===== src/rtl/parking_gate_arbiter.sv =====
// Round-robin entrance arbiter for a shared parking lot: grants one barrier at
// a time, holds it open for a fixed time and tracks lot occupancy.
module parking_gate_arbiter #(
  parameter int NUM_GATES   = 4,
  parameter int CAPACITY    = 15,
  parameter int COUNT_W     = 4,
  parameter int OPEN_CYCLES = 8
) (
  input  logic                 i_clk,
  input  logic                 i_reset,
  input  logic [NUM_GATES-1:0] i_entry_req,
  input  logic [NUM_GATES-1:0] i_exit_evt,
  output logic [NUM_GATES-1:0] o_gate_open,
  output logic                 o_busy,
  output logic                 o_full,
  output logic [COUNT_W-1:0]   o_occupancy,
  output logic                 o_err_underflow
);

  localparam int PW = (NUM_GATES > 1) ? $clog2(NUM_GATES) : 1;
  localparam int TW = (OPEN_CYCLES > 1) ? $clog2(OPEN_CYCLES) : 1;
  localparam int DW = $clog2(NUM_GATES + 1);
  localparam int AW = (COUNT_W + 1 > DW) ? COUNT_W + 1 : DW;

  localparam logic [COUNT_W-1:0] CAP_C     = COUNT_W'(CAPACITY);
  localparam logic [TW-1:0]      TLOAD_C   = TW'(OPEN_CYCLES - 1);
  localparam logic [PW-1:0]      PTR_RST_C = PW'(NUM_GATES - 1);

  typedef enum logic [1:0] {
    IDLE  = 2'd0,
    HOLD  = 2'd1,
    CLEAR = 2'd2
  } state_t;

  state_t              r_state;
  state_t              w_next_state;
  logic [PW-1:0]       r_ptr;
  logic [PW-1:0]       r_grant_idx;
  logic [TW-1:0]       r_timer;
  logic [COUNT_W-1:0]  r_occupancy;
  logic                r_err_underflow;

  logic                w_found;
  logic [PW-1:0]       w_sel;
  logic                w_grant;
  logic [AW-1:0]       w_sum;
  logic [AW-1:0]       w_dec;

  // Scan requests starting just above the last winner, wrapping around.
  always_comb begin
    int idx;
    idx     = 0;
    w_found = 1'b0;
    w_sel   = '0;
    for (int k = 1; k <= NUM_GATES; k++) begin
      idx = (int'(r_ptr) + k) % NUM_GATES;
      if (!w_found && i_entry_req[PW'(idx)]) begin
        w_found = 1'b1;
        w_sel   = PW'(idx);
      end
    end
  end

  assign w_grant = (r_state == IDLE) && w_found && (r_occupancy < CAP_C);

  always_comb begin
    w_dec = '0;
    for (int i = 0; i < NUM_GATES; i++) begin
      w_dec = w_dec + AW'(i_exit_evt[i]);
    end
    w_sum = AW'(r_occupancy) + AW'(w_grant);
  end

  always_ff @(posedge i_clk) begin
    if (i_reset) begin
      r_state <= IDLE;
    end else begin
      r_state <= w_next_state;
    end
  end

  always_comb begin
    w_next_state = r_state;
    case (r_state)
      IDLE:    if (w_grant) w_next_state = HOLD;
      HOLD:    if (r_timer == '0) w_next_state = CLEAR;
      CLEAR:   if (!i_entry_req[r_grant_idx]) w_next_state = IDLE;
      default: w_next_state = IDLE;
    endcase
  end

  always_comb begin
    o_gate_open = '0;
    if (r_state == HOLD) begin
      o_gate_open = NUM_GATES'(1) << r_grant_idx;
    end
    o_busy = (r_state != IDLE);
    o_full = (r_occupancy == CAP_C);
  end

  always_ff @(posedge i_clk) begin
    if (i_reset) begin
      r_ptr       <= PTR_RST_C;
      r_grant_idx <= '0;
      r_timer     <= '0;
    end else if (w_grant) begin
      r_ptr       <= w_sel;
      r_grant_idx <= w_sel;
      r_timer     <= TLOAD_C;
    end else if (r_state == HOLD && r_timer != '0) begin
      r_timer <= r_timer - 1'b1;
    end
  end

  // More exits than cars saturates at zero and latches the error until reset.
  always_ff @(posedge i_clk) begin
    if (i_reset) begin
      r_occupancy     <= '0;
      r_err_underflow <= 1'b0;
    end else if (w_dec > w_sum) begin
      r_occupancy     <= '0;
      r_err_underflow <= 1'b1;
    end else begin
      r_occupancy <= COUNT_W'(w_sum - w_dec);
    end
  end

  assign o_occupancy     = r_occupancy;
  assign o_err_underflow = r_err_underflow;

endmodule


===== config.mk =====
export PLATFORM = sky130hd
export DESIGN_NAME = parking_gate_arbiter
export DESIGN_NICKNAME = d
export VERILOG_FILES = /design/src/rtl/parking_gate_arbiter.sv
export SDC_FILE = /design/constraint.sdc
export NUM_CORES = 1
export LEC_CHECK = 0
export BUFFER_PORTS_ARGS = -buffer_cell sky130_fd_sc_hd__clkbuf_2
export CORE_UTILIZATION = 40
export CTS_BUF_LIST = sky130_fd_sc_hd__clkbuf_4
export CTS_CLUSTER_SIZE = 40
export DETAILED_ROUTE_END_ITERATION = 16
export PLACE_DENSITY = 0.58
export REMOVE_ABC_BUFFERS = 1
export SLEW_MARGIN = 20
export SYNTH_ARGS = -nofsm -noshare
export SYNTH_HDL_FRONTEND = slang
export SYNTH_SLANG_ARGS = --single-unit

===== constraint.sdc =====
create_clock -name i_clk -period 7.2 [get_ports i_clk]
set_input_delay 0.72 -clock i_clk [delete_from_list [all_inputs] [get_ports i_clk]]
set_output_delay 0.72 -clock i_clk [all_outputs]
set_load 0.1 [all_outputs]

==> summary.md, run 1 <==
| Metric | Value |
|---|---|
| Status | finished, final reports clean |
| Crit-path cells | clkbuf_2, nor4_1, or3_1, inv_1, ha_1, ha_1, xor2_1, ha_1, a21oi_1, o21ai_0, a31o_2, nor3_1 |
| Post-CTS Setup Bufs | 0 |
| Hold Crit Class | flip-flop to flip-flop |
| Most numerous cell in the Yosys netlist | inv_1 |
| Total CTS buffers | 3 |
| Post-synth EDFFs | 0 |
| P_leak | 0.000534 uW |
| Post-synth top area share | 29.8% |
| Vias in the first global route | 733 |
| Hold Slack | 0.480 ns |
| Initial Utilization | 42.5% |
| CP bufs+invs | 2 |
| Endpoint class of the critical path | flip-flop |
| Overflow after GRT | 0 |
| Count of pins over their slew limit | 0 |
| CP Class | primary input to flip-flop |
| Cell Pwr Density | 378 nW/um^2 |
| Total power | 411 uW |
| DRC viols | 0 |
| Slew HR | 64.0% |
| Largest net degree at the start of global routing | 10 |
| Initial antenna violation count | 0 |
| CP most frequent cell | ha_1 |
| IR drop worst, VDD | 0.000314 V |
| PostCTS Resize Cnt | 0 |
| Warnings, synthesis | 0 |
| Max-cap violation count | 0 |
| Register area share after synthesis | 29.8% |
| IO Pins | 21 |
| Placed cell areas | 1070 sq um |
| Critical path's slowest cell | ha_1 |
| Sum Neg Setup Slack | 0 ns |
| Crit-path max cell delay | 0.38 ns |
| Delay-heaviest family, CP | simple AND/OR/NAND/NOR gates |
| Total track usage | 15.9% |
| Synthesized flop and latch total | 14 |
| First-pass GRT wire length | 3080 um |
| Number of library cell types mapped by synthesis | 32 |
| Final non-filler cell total | 160 |
| Syn Inst Count | 111 |
| Cell taking the most area after synthesis | dfxtp_1 |
| Port buffer count | 20 |
| Vias | 807 |
| Longest Clk Path Bufs | 2 |
| Share of cells above drive strength 1 | 20.5% |
| Post-route cell area | 1090 sq um |
| CTS sink cnt | 14 |
| Die height | 50.5 um |
| H-tree depth | 1 |
| Final net count | 158 |
| Antenna diodes | 0 |
| Inst Count DP | 157 |
| CP max FO | 8 |
| Avg WL per Cell | 11.5 um |
| CTS tree | built |
| Core area | 2210 sq um |
| Synth cell count leaders | inv_1 (16), dfxtp_1 (14), ha_1 (12) |
| Detail Route Antenna Nets | 0 |
| Worst Tran Pin Value | 0.542 ns |
| Primary FF master, synth | dfxtp_1 |
| DP HPWL | 1540 um |
| DIE AREA | 2550 sq um |
| Root Driver | clkbuf_4 |
| # setup viols final | 0 |
| Netlist Area Pre-Place | 940 sq um |
| RD Place Congestion | 0.749 |
| Iter 0 DRT Violations | 16 |
| RSZ-0062 raised after global routing | false |
| Arrival time at the worst endpoint | 3.28 ns |
| Die W | 50.5 um |
| Top area cells in the synthesized netlist | dfxtp_1 (30%), ha_1 (16%), inv_1 (6.4%), fa_1 (4.3%), a21oi_1 (3.2%) |
| Row count | 17 |
| DRT Pass-1 Iters | 4 |
| CP required | 7.39 ns |
| Latest clock arrival within the worst-skew pair | 0.27 ns |
| Synthesis-to-finish area growth | 15.8% |
| Clk_skew | 0.00460 ns |
| CP Launch Type | primary input |
| Final WL | 1830 um |
| Syn Area/Cell | 8.47 sq um |
| CTS hold repair buffers | 0 |
| Fin crit period | 3.09 ns |
| Count of final hold-check violations | 0 |
| Async set-reset flop share out of synthesis | 0% |
| Clock transition at the registers of the reported paths | 0.07 ns |
| Maximum clock frequency | 323 MHz |
| Period utilization | 42.9% |
| Vias per cell | 5.04 |
-- cells in the final DEF (no fill, tap or decap) --
master    count
nor2_1        6
o22ai_1       1
a21boi_0      1
nor4_1        1
clkbuf_4      3
and3_1        2
nor2b_1       2
mux4_2        1
nand3_1       3
or3b_4        1
xnor2_1       2
o211ai_1      3
or2_1         1
a31o_2        1
a21oi_2       1
a31oi_1       3
nand2_1       8
nor3b_1       3
nor3_1        3
a21oi_1       6
fa_1          2
and3b_1       1
nand3b_1      1
and4_1        1
xor2_1        2
or3_1         1
inv_1        16
dfxtp_1      14
clkbuf_2     20
nand2b_1      4
o21ai_0       6
ha_1         12
-- per-stage QoR --
stage,utilization (%),setup WS (ns)
2_1_floorplan,-,3.19
3_3_place_gp,48.2,3.92
3_5_place_dp,48.2,3.85
4_1_cts,49.2,4.12
5_1_grt,49.2,3.89
6_report,49.2,4.11
-- logic make-up (layout without fill, tap and decap cells) --
logic type	after synthesis	count (layout)	share of synthesized area, %
multiplexers	1	1	2.40
AO/OA/AOI/OAI	22	22	14.1
adder cells (fa/ha/maj)	14	14	20.2
flip-flops	14	14	29.8
buffers and inverters	18	39	7.32
AND/OR/NAND/NOR	38	38	22.4
XOR/XNOR	4	4	3.73
-- report_power, final --
part | leakage, uW | switching, uW | internal, uW
sequential | 0.000116 | 17.2 | 96.5
combinational | 0.000403 | 181 | 75.3
clock | 0.0000138 | 21.8 | 19.3
total | 0.000534 | 220 | 191
-- per-layer routing --
metal / GRT usage (%) / up-vias / part of all wire (%)
li1: - / 423 / -
met3: 5.76 / 0 / 3.5
met1: 21.4 / 373 / 52
met5: 0 / - / 0
met2: 25.8 / 11 / 45
met4: 0 / 0 / 0
-- area by class of cell --
class	instances	area (sq um)
clock buffers	3	22.5
fillers	221	1120
inverters	16	60.1
multi-input cells	79	591
flip-flops and latches	14	280
well taps	28	35.0
repair buffers	20	100
-- final timing paths --
check	start	to	slack [ns]	cells past startpoint
min	o_err_underflow	o_err_underflow	0.48	2
min reg2reg	o_err_underflow	o_err_underflow	0.48	2
max reg2reg	r_state[1]	o_occupancy[3]	4.28	11
max	i_entry_req[1]	o_occupancy[3]	4.11	12
-- tightest hold or removal path: cells and delay by family (launching register included) --
family | cells | cell delay, ns
DFF | 1 | 0.34
AOI/OAI and AO/OA | 1 | 0.04
and+or+nand+nor | 1 | 0.07
-- sequential cells by signal, summed over array words and instances, names as in the netlist --
| name | flops |
|---|---|
| r_state | 2 |
| o_err_underflow | 1 |
| r_timer | 3 |
| r_ptr | 2 |
| r_grant_idx | 2 |
| o_occupancy | 4 |
(Power assumes the default switching activity.)
==> run 2, diff against run 1 <==
--- a/config.mk
+++ b/config.mk
@@ -5,12 +5,13 @@
 export SDC_FILE = /design/constraint.sdc
 export NUM_CORES = 1
 export LEC_CHECK = 0
+export ABC_AREA = 1
 export BUFFER_PORTS_ARGS = -buffer_cell sky130_fd_sc_hd__clkbuf_2
 export CORE_UTILIZATION = 40
 export CTS_BUF_LIST = sky130_fd_sc_hd__clkbuf_4
 export CTS_CLUSTER_SIZE = 40
 export DETAILED_ROUTE_END_ITERATION = 16
-export PLACE_DENSITY = 0.58
+export PLACE_DENSITY = 0.59
 export REMOVE_ABC_BUFFERS = 1
 export SLEW_MARGIN = 20
 export SYNTH_ARGS = -nofsm -noshare
==> constraint.sdc (replaced) <==
create_clock -name i_clk -period 2.8 [get_ports i_clk]
set_input_delay 0.28 -clock i_clk [delete_from_list [all_inputs] [get_ports i_clk]]
set_output_delay 0.28 -clock i_clk [all_outputs]
set_load 0.1 [all_outputs]
==> run 2 against run 1 <==
Compared with the run above:
- clock skew rose by 0.0029 ns
- count of clock-buffer cells in the layout unchanged
- highest routed layer unchanged
- die area is 20% higher
- flip-flop and latch count stayed put
==> summary.md, run 2 <==
| Metric | Value |
|---|---|
| Status | finished, final reports clean (unchanged) |
| Primary FF master, synth | dfxtp_1 (unchanged) |
| CTS hold repair buffers | 0 (unchanged) |
| Vias in the first global route | 1004 (was 733) |
| Total CTS buffers | 3 (unchanged) |
| Synth cell count leaders | nand2_1 (39), inv_1 (24), nor2_1 (21) (was inv_1 (16), dfxtp_1 (14), ha_1 (12)) |
| Detail Route Antenna Nets | 0 (unchanged) |
| Maximum clock frequency | 379 MHz |
| Share of cells above drive strength 1 | 33.2% (was 20.5%) |
| Slew HR | 64.0% (about the same) |
| Count of final hold-check violations | 0 (unchanged) |
| CP required | 2.96 ns (was 7.39 ns) |
| Warnings, synthesis | 0 (unchanged) |
| Iter 0 DRT Violations | 18 (was 16) |
| CP Class | flip-flop to flip-flop (was primary input to flip-flop) |
| Register area share after synthesis | 24.8% (was 29.8%) |
| Most numerous cell in the Yosys netlist | nand2_1 (was inv_1) |
| Syn Area/Cell | 6.78 sq um (was 8.47 sq um) |
| Max FFs per register | 4 (unchanged) |
| DIE AREA | 3050 sq um (was 2550 sq um) |
| Initial Utilization | 44.1% (was 42.5%) |
| RD Place Congestion | 0.823 (was 0.749) |
| Latest clock arrival within the worst-skew pair | 0.27 ns (about the same) |
| Overflow after GRT | 0 (unchanged) |
| Core area | 2570 sq um (was 2210 sq um) |
| Total track usage | 15.7% (was 15.9%) |
| DRC viols | 0 (unchanged) |
| CTS sink cnt | 14 (unchanged) |
| Most common cell after layout, fill and taps aside | nand2_1 (was clkbuf_2) |
| Most frequent cells in the layout | nand2_1 (34), inv_1 (24), clkbuf_2 (20) (was clkbuf_2 (20), inv_1 (16), dfxtp_1 (14)) |
| Clock transition at the registers of the reported paths | 0.08 ns (was 0.07 ns) |
| R2R setup slack | 0.16 ns (was 4.28 ns) |
| Root Driver | clkbuf_4 (unchanged) |
| PnR worst setup slack | 0.162 ns (was 4.11 ns) |
| Netlist Area Pre-Place | 1130 sq um (was 940 sq um) |
| Die W | 55.2 um (was 50.5 um) |
| Vias | 1099 (was 807) |
| Arrival time at the worst endpoint | 2.80 ns (was 3.28 ns) |
| Syn Inst Count | 167 (was 111) |
| Post-synth EDFFs | 0 (unchanged) |
| # setup viols final | 0 (unchanged) |
| Clk_skew | 0.00748 ns (was 0.00460 ns) |
| Port buffer count | 20 (unchanged) |
| H-tree depth | 1 (unchanged) |
| Async set-reset flop share out of synthesis | 0% (unchanged) |
| Endpoint class of the critical path | flip-flop (unchanged) |
| Post-synth top area share | 24.8% (was 29.8%) |
| Layout filler cell count | 256 (was 221) |
| Row count | 18 (was 17) |
| CP Launch Type | flip-flop (was primary input) |
| Fin crit period | 2.64 ns |
| DRT Pass-1 Iters | 4 (unchanged) |
| Antenna diodes | 0 (unchanged) |
| Final WL | 2400 um (was 1830 um) |
| DP HPWL | 1950 um (was 1540 um) |
| Initial antenna violation count | 0 (unchanged) |
| Synthesis-to-finish area growth | 26.7% (was 15.8%) |
| Period utilization | 94.2% |
| Avg WL per Cell | 10.6 um (was 11.5 um) |
| Top area cells in the synthesized netlist | dfxtp_1 (25%), ha_1 (13%), nand2_1 (13%), inv_1 (8.0%), nor2_1 (7.0%) (was dfxtp_1 (30%), ha_1 (16%), inv_1 (6.4%), fa_1 (4.3%), a21oi_1 (3.2%)) |
| Synthesized flop and latch total | 14 (unchanged) |
| Count of pins over their slew limit | 0 (unchanged) |
| Cell taking the most area after synthesis | dfxtp_1 (unchanged) |
| Fin util | 55.9% (was 49.2%) |
| Hold Slack | 0.288 ns (was 0.480 ns) |
| Final net count | 222 (was 158) |
| Hold Crit Class | primary input to flip-flop (was flip-flop to flip-flop) |
| Vias per cell | 4.86 (was 5.04) |
| Worst Tran Pin Value | 0.542 ns (about the same) |
| DP Worst Slack | -0.100 ns (was 3.85 ns) |
| Max-cap violation count | 0 (unchanged) |
| CTS tree | built (unchanged) |
| CP max FO | 8 (unchanged) |
| Die height | 55.2 um (was 50.5 um) |
| First-pass GRT wire length | 4000 um (was 3080 um) |
| Number of library cell types mapped by synthesis | 27 (was 32) |
| Longest Clk Path Bufs | 2 (unchanged) |
| IO Pins | 21 (unchanged) |
| Largest net degree at the start of global routing | 10 (unchanged) |
[run 2: changes by cell type after synthesis, moves of 3 or more]
cell | previous run | this run
inv_1 | 16 | 24
nor2_1 | 6 | 21
o21ai_0 | 6 | 3
o211ai_1 | 3 | 0
nand3_1 | 3 | 13
nor3b_1 | 3 | 0
nand2b_1 | 4 | 0
nand2_2 | 0 | 10
nand2_1 | 8 | 39
[run 2: what timing repair did]
| action | in CTS | in global routing |
|---|---|---|
| pin swaps | 0 | 11 |
| endpoints found under the setup margin | 4 | 5 |
| resized for setup | 2 | 18 |
| buffers inserted | 0 | 2 |
[run 2: cells by family (layout without fill, tap and decap cells)]
logic type / after synthesis / count (layout) / share of synthesized area, %
and+or+nand+nor: 89 / 89 / 35.6
DFF: 14 / 14 / 24.8
AOI/OAI and AO/OA: 15 / 15 / 7.96
buffers and inverters: 30 / 59 / 11.0
xor gates and xnor gates: 5 / 5 / 3.87
adders and majority gates: 14 / 14 / 16.8
[run 2: worst max-delay path, stage by stage, from the launching register on]
cell,delay [ns]
dfxtp_4,0.38
buf_6,0.12
nand2_1,0.07
nand2_2,0.06
nand2_2,0.07
nand2_2,0.07
nor2_4,0.11
nand3_2,0.08
nand2_4,0.08
inv_4,0.05
ha_4,0.16
ha_4,0.17
xor2_4,0.16
ha_4,0.30
nand2_2,0.07
nor2_2,0.10
nor2_1,0.05
nand2_1,0.07
nand3_2,0.10
o21ai_4,0.19
nor2_1,0.06
[run 2: final timing paths]
check	start	endpoint	cells after the start
worst max-delay path	r_ptr[0]	o_occupancy[0]	20
worst min-delay path	i_reset	r_grant_idx[0]	2
worst max register to register	r_ptr[0]	o_occupancy[0]	20
worst min register to register	o_err_underflow	o_err_underflow	2
[run 2: cell type report]
cell class	instances	area [sq um]	share of cell area [%]
sequential	14	284	19.8
multi-input combinational	123	817	56.9
tap	30	37.5	2.62
inverter	28	110	7.67
timing repair buffer	28	164	11.4
clock buffer	3	22.5	1.57
[run 2: per-layer routing]
layer	GRT usage (%)	wire, um
met1	19.0	1110
met3	4.45	76
met2	28.2	1220
met5	0	0
met4	2.14	0
[run 2: through the flow]
stage                     std cells  setup TNS [ns]  area [sq um]
after floorplan                 165          -10.74          1120
after global placement          221        -0.00482          1300
after detailed placement        221          -0.347          1300
after CTS                       224               0          1330
after global routing            226          -0.115          1440
final                           226               0          1440
Power of run 2 is not shown: default switching activity piles up to over one toggle a cycle in this logic, so the estimate is an artifact.
==> run 3, diff against run 2 <==
--- a/config.mk
+++ b/config.mk
@@ -11,7 +11,6 @@
 export CTS_BUF_LIST = sky130_fd_sc_hd__clkbuf_4
 export CTS_CLUSTER_SIZE = 40
 export DETAILED_ROUTE_END_ITERATION = 16
-export PLACE_DENSITY = 0.59
 export REMOVE_ABC_BUFFERS = 1
 export SLEW_MARGIN = 20
 export SYNTH_ARGS = -nofsm -noshare
==> run 3 against run 2 <==
Compared with the run above:
- sequential share of layout area is 1.0 points lower
- critical path depth stayed put
- die area stayed put
- count of clock-buffer cells in the layout stayed put
- flip-flop and latch count stayed put
- worst setup slack worse by 0.047 ns
- first-iteration DRC count is 120% higher
- maximum frequency is 1.7% lower
- routed wire length is 3.7% higher
- design area is 5.9% higher
- critical endpoint is now o_occupancy[2]
==> summary.md, run 3 (synthesized netlist as in run 2, its figures left out) <==
| Metric | Value |
|---|---|
| IO Pins | 21 (unchanged) |
| Vias | 1110 (was 1099) |
| CP most frequent cell | nand2_2 (unchanged) |
| GR Util met2 | 26.7% (was 28.2%) |
| Layout filler cell count | 234 (was 256) |
| Iter 0 DRT Violations | 39 (was 18) |
| Period utilization | 95.9% (was 94.2%) |
| Clock transition at the registers of the reported paths | 0.08 ns (about the same) |
| Hold Crit Class | primary input to flip-flop (unchanged) |
| DP HPWL | 1820 um (was 1950 um) |
| Post-route cell area | 1520 sq um (was 1440 sq um) |
| DIE AREA | 3050 sq um (unchanged) |
| Layer with the highest usage | met2 (unchanged) |
| DRT Pass-1 Iters | 4 (unchanged) |
| Detail Route Antenna Nets | 0 (unchanged) |
| CP max FO | 6 (was 8) |
| Antenna diodes | 0 (unchanged) |
| Most frequent cells in the layout | nand2_1 (32), inv_1 (24), clkbuf_2 (20) (was nand2_1 (34), inv_1 (24), clkbuf_2 (20)) |
| Longest Clk Path Bufs | 2 (unchanged) |
| Initial antenna violation count | 0 (unchanged) |
| Slew HR | 63.9% (was 64.0%) |
| Vias in the first global route | 1040 (was 1004) |
| Met1 usage | 22.0% (was 19.0%) |
| Max-cap violation count | 0 (unchanged) |
| Placed cell areas | 1290 sq um (was 1300 sq um) |
| Max FFs per register | 4 (unchanged) |
| Hold_sp | i_reset (unchanged) |
| Crit-path max cell delay | 0.37 ns (was 0.38 ns) |
| Synthesis-to-finish area growth | 34.3% (was 26.7%) |
| Port buffer count | 20 (unchanged) |
| Arrival time at the worst endpoint | 2.86 ns (was 2.80 ns) |
| Avg WL per Cell | 10.7 um (was 10.6 um) |
| Latest clock arrival within the worst-skew pair | 0.28 ns (was 0.27 ns) |
| Reg area | 285 sq um (was 284 sq um) |
| Initial Utilization | 44.1% (unchanged) |
| Sum Neg Setup Slack | 0 ns (unchanged) |
| Endpoint class of the critical path | flip-flop (unchanged) |
| RD Place Congestion | 0.916 (was 0.823) |
| Crit path from | r_ptr[0] (unchanged) |
| H-tree depth | 1 (unchanged) |
| Die W | 55.2 um (unchanged) |
| Row count | 18 (unchanged) |
| Die height | 55.2 um (unchanged) |
| Crit-path cells | buf_6, nand2_2, nand2_2, nand2_2, nand2_2, nor2_4, nand3_2, nand2_4, inv_4, ha_4, ha_4, xor2_4, ha_4, nand2_2, nor2_2, nor2_1, nand2_1, nand3_2, o21ai_4, nor2_1 (was buf_6, nand2_1, nand2_2, nand2_2, nand2_2, nor2_4, nand3_2, nand2_4, inv_4, ha_4, ha_4, xor2_4, ha_4, nand2_2, nor2_2, nor2_1, nand2_1, nand3_2, o21ai_4, nor2_1) |
| Share of cells above drive strength 1 | 37.4% (was 33.2%) |
| Multi-input gate area | 852 sq um (was 817 sq um) |
| R2R Path Start | r_ptr[0] (unchanged) |
| Largest net degree at the start of global routing | 10 (unchanged) |
| DRC viols | 0 (unchanged) |
| CP Class | flip-flop to flip-flop (unchanged) |
| Overflow after GRT | 0 (unchanged) |
| Vias per cell | 4.76 (was 4.86) |
| Status | finished, final reports clean (unchanged) |
| Met3 Track Usage GR | 3.51% (was 4.45%) |
| Fin util | 59.2% (was 55.9%) |
| First-pass GRT wire length | 4200 um (was 4000 um) |
| # setup viols final | 0 (unchanged) |
| Clk_skew | 0.00290 ns (was 0.00748 ns) |
| Count of pins over their slew limit | 0 (unchanged) |
| Total track usage | 17.0% (was 15.7%) |
| Core area | 2570 sq um (unchanged) |
| Fin crit period | 2.68 ns (was 2.64 ns) |
| Worst Tran Pin Value | 0.544 ns (was 0.542 ns) |
| Count of final hold-check violations | 0 (unchanged) |
| CTS sink cnt | 14 (unchanged) |
| Most common cell after layout, fill and taps aside | nand2_1 (unchanged) |
| CTS tree | built (unchanged) |
| Total CTS buffers | 3 (unchanged) |
| Root Driver | clkbuf_4 (unchanged) |
| CP required | 2.98 ns (was 2.96 ns) |
| Final non-filler cell total | 233 (was 226) |
| CP Launch Type | flip-flop (unchanged) |
| Critical path's slowest cell | dfxtp_4 (unchanged) |
| Final net count | 228 (was 222) |
| Maximum clock frequency | 373 MHz (was 379 MHz) |
| Inst Count DP | 220 (was 221) |
| Final WL | 2490 um (was 2400 um) |
-- run 3: cell types whose count changed in the layout (fill, tap and decap cells not counted), sizes merged --
cell	before	now
buf	8	14
clkinv	0	1
-- run 3: through the flow --
step | hold WS, ns | worst slack [ns]
6_report | 0.284 | 0.116
5_1_grt | 0.281 | -0.0359
4_1_cts | 0.270 | 0.00143
3_5_place_dp | 0.469 | -0.0439
3_3_place_gp | 0.457 | 0.0625
2_1_floorplan | 0.342 | -1.72
-- run 3: worst max-delay path: cells and delay by family (launching register included) --
family,cells,cell delay (ns)
DFF,1,0.37
adders and majority gates,3,0.63
buffers and inverters,2,0.18
and+or+nand+nor,13,1.02
xor gates and xnor gates,1,0.16
AOI/OAI and AO/OA,1,0.23
-- run 3: area by class of cell --
| class | instances | area share [%] |
|---|---|---|
| Multi-Input combinational cell | 123 | 56.0 |
| Clock buffer | 3 | 1.48 |
| Inverter | 28 | 7.24 |
| Sequential cell | 14 | 18.8 |
| Timing Repair Buffer | 34 | 13.7 |
| Tap cell | 30 | 2.47 |
| Clock inverter | 1 | 0.247 |
-- run 3: what timing repair did --
item                                   in CTS  in global routing
setup buffers                               0                  9
pin swaps                                   0                 17
resized for setup                           1                 27
endpoints found under the hold margin       0                  0
setup endpoints to repair                   4                  5
hold buffers                                0                  0
-- run 3: final timing paths --
| kind | cells past startpoint | slack, ns | endpoint |
|---|---|---|---|
| min reg2reg | 2 | 0.48 | o_err_underflow |
| max | 20 | 0.12 | o_occupancy[2] |
| min | 2 | 0.28 | r_grant_idx[1] |
| max reg2reg | 20 | 0.12 | o_occupancy[2] |
-- run 3: routing by layer --
metal	share of wire (%)	up-vias
li1	-	594
met1	48	483
met2	45	26
met3	4.5	7
met4	2.1	0
met5	0	-
Power of run 3 is left out for the same reason.
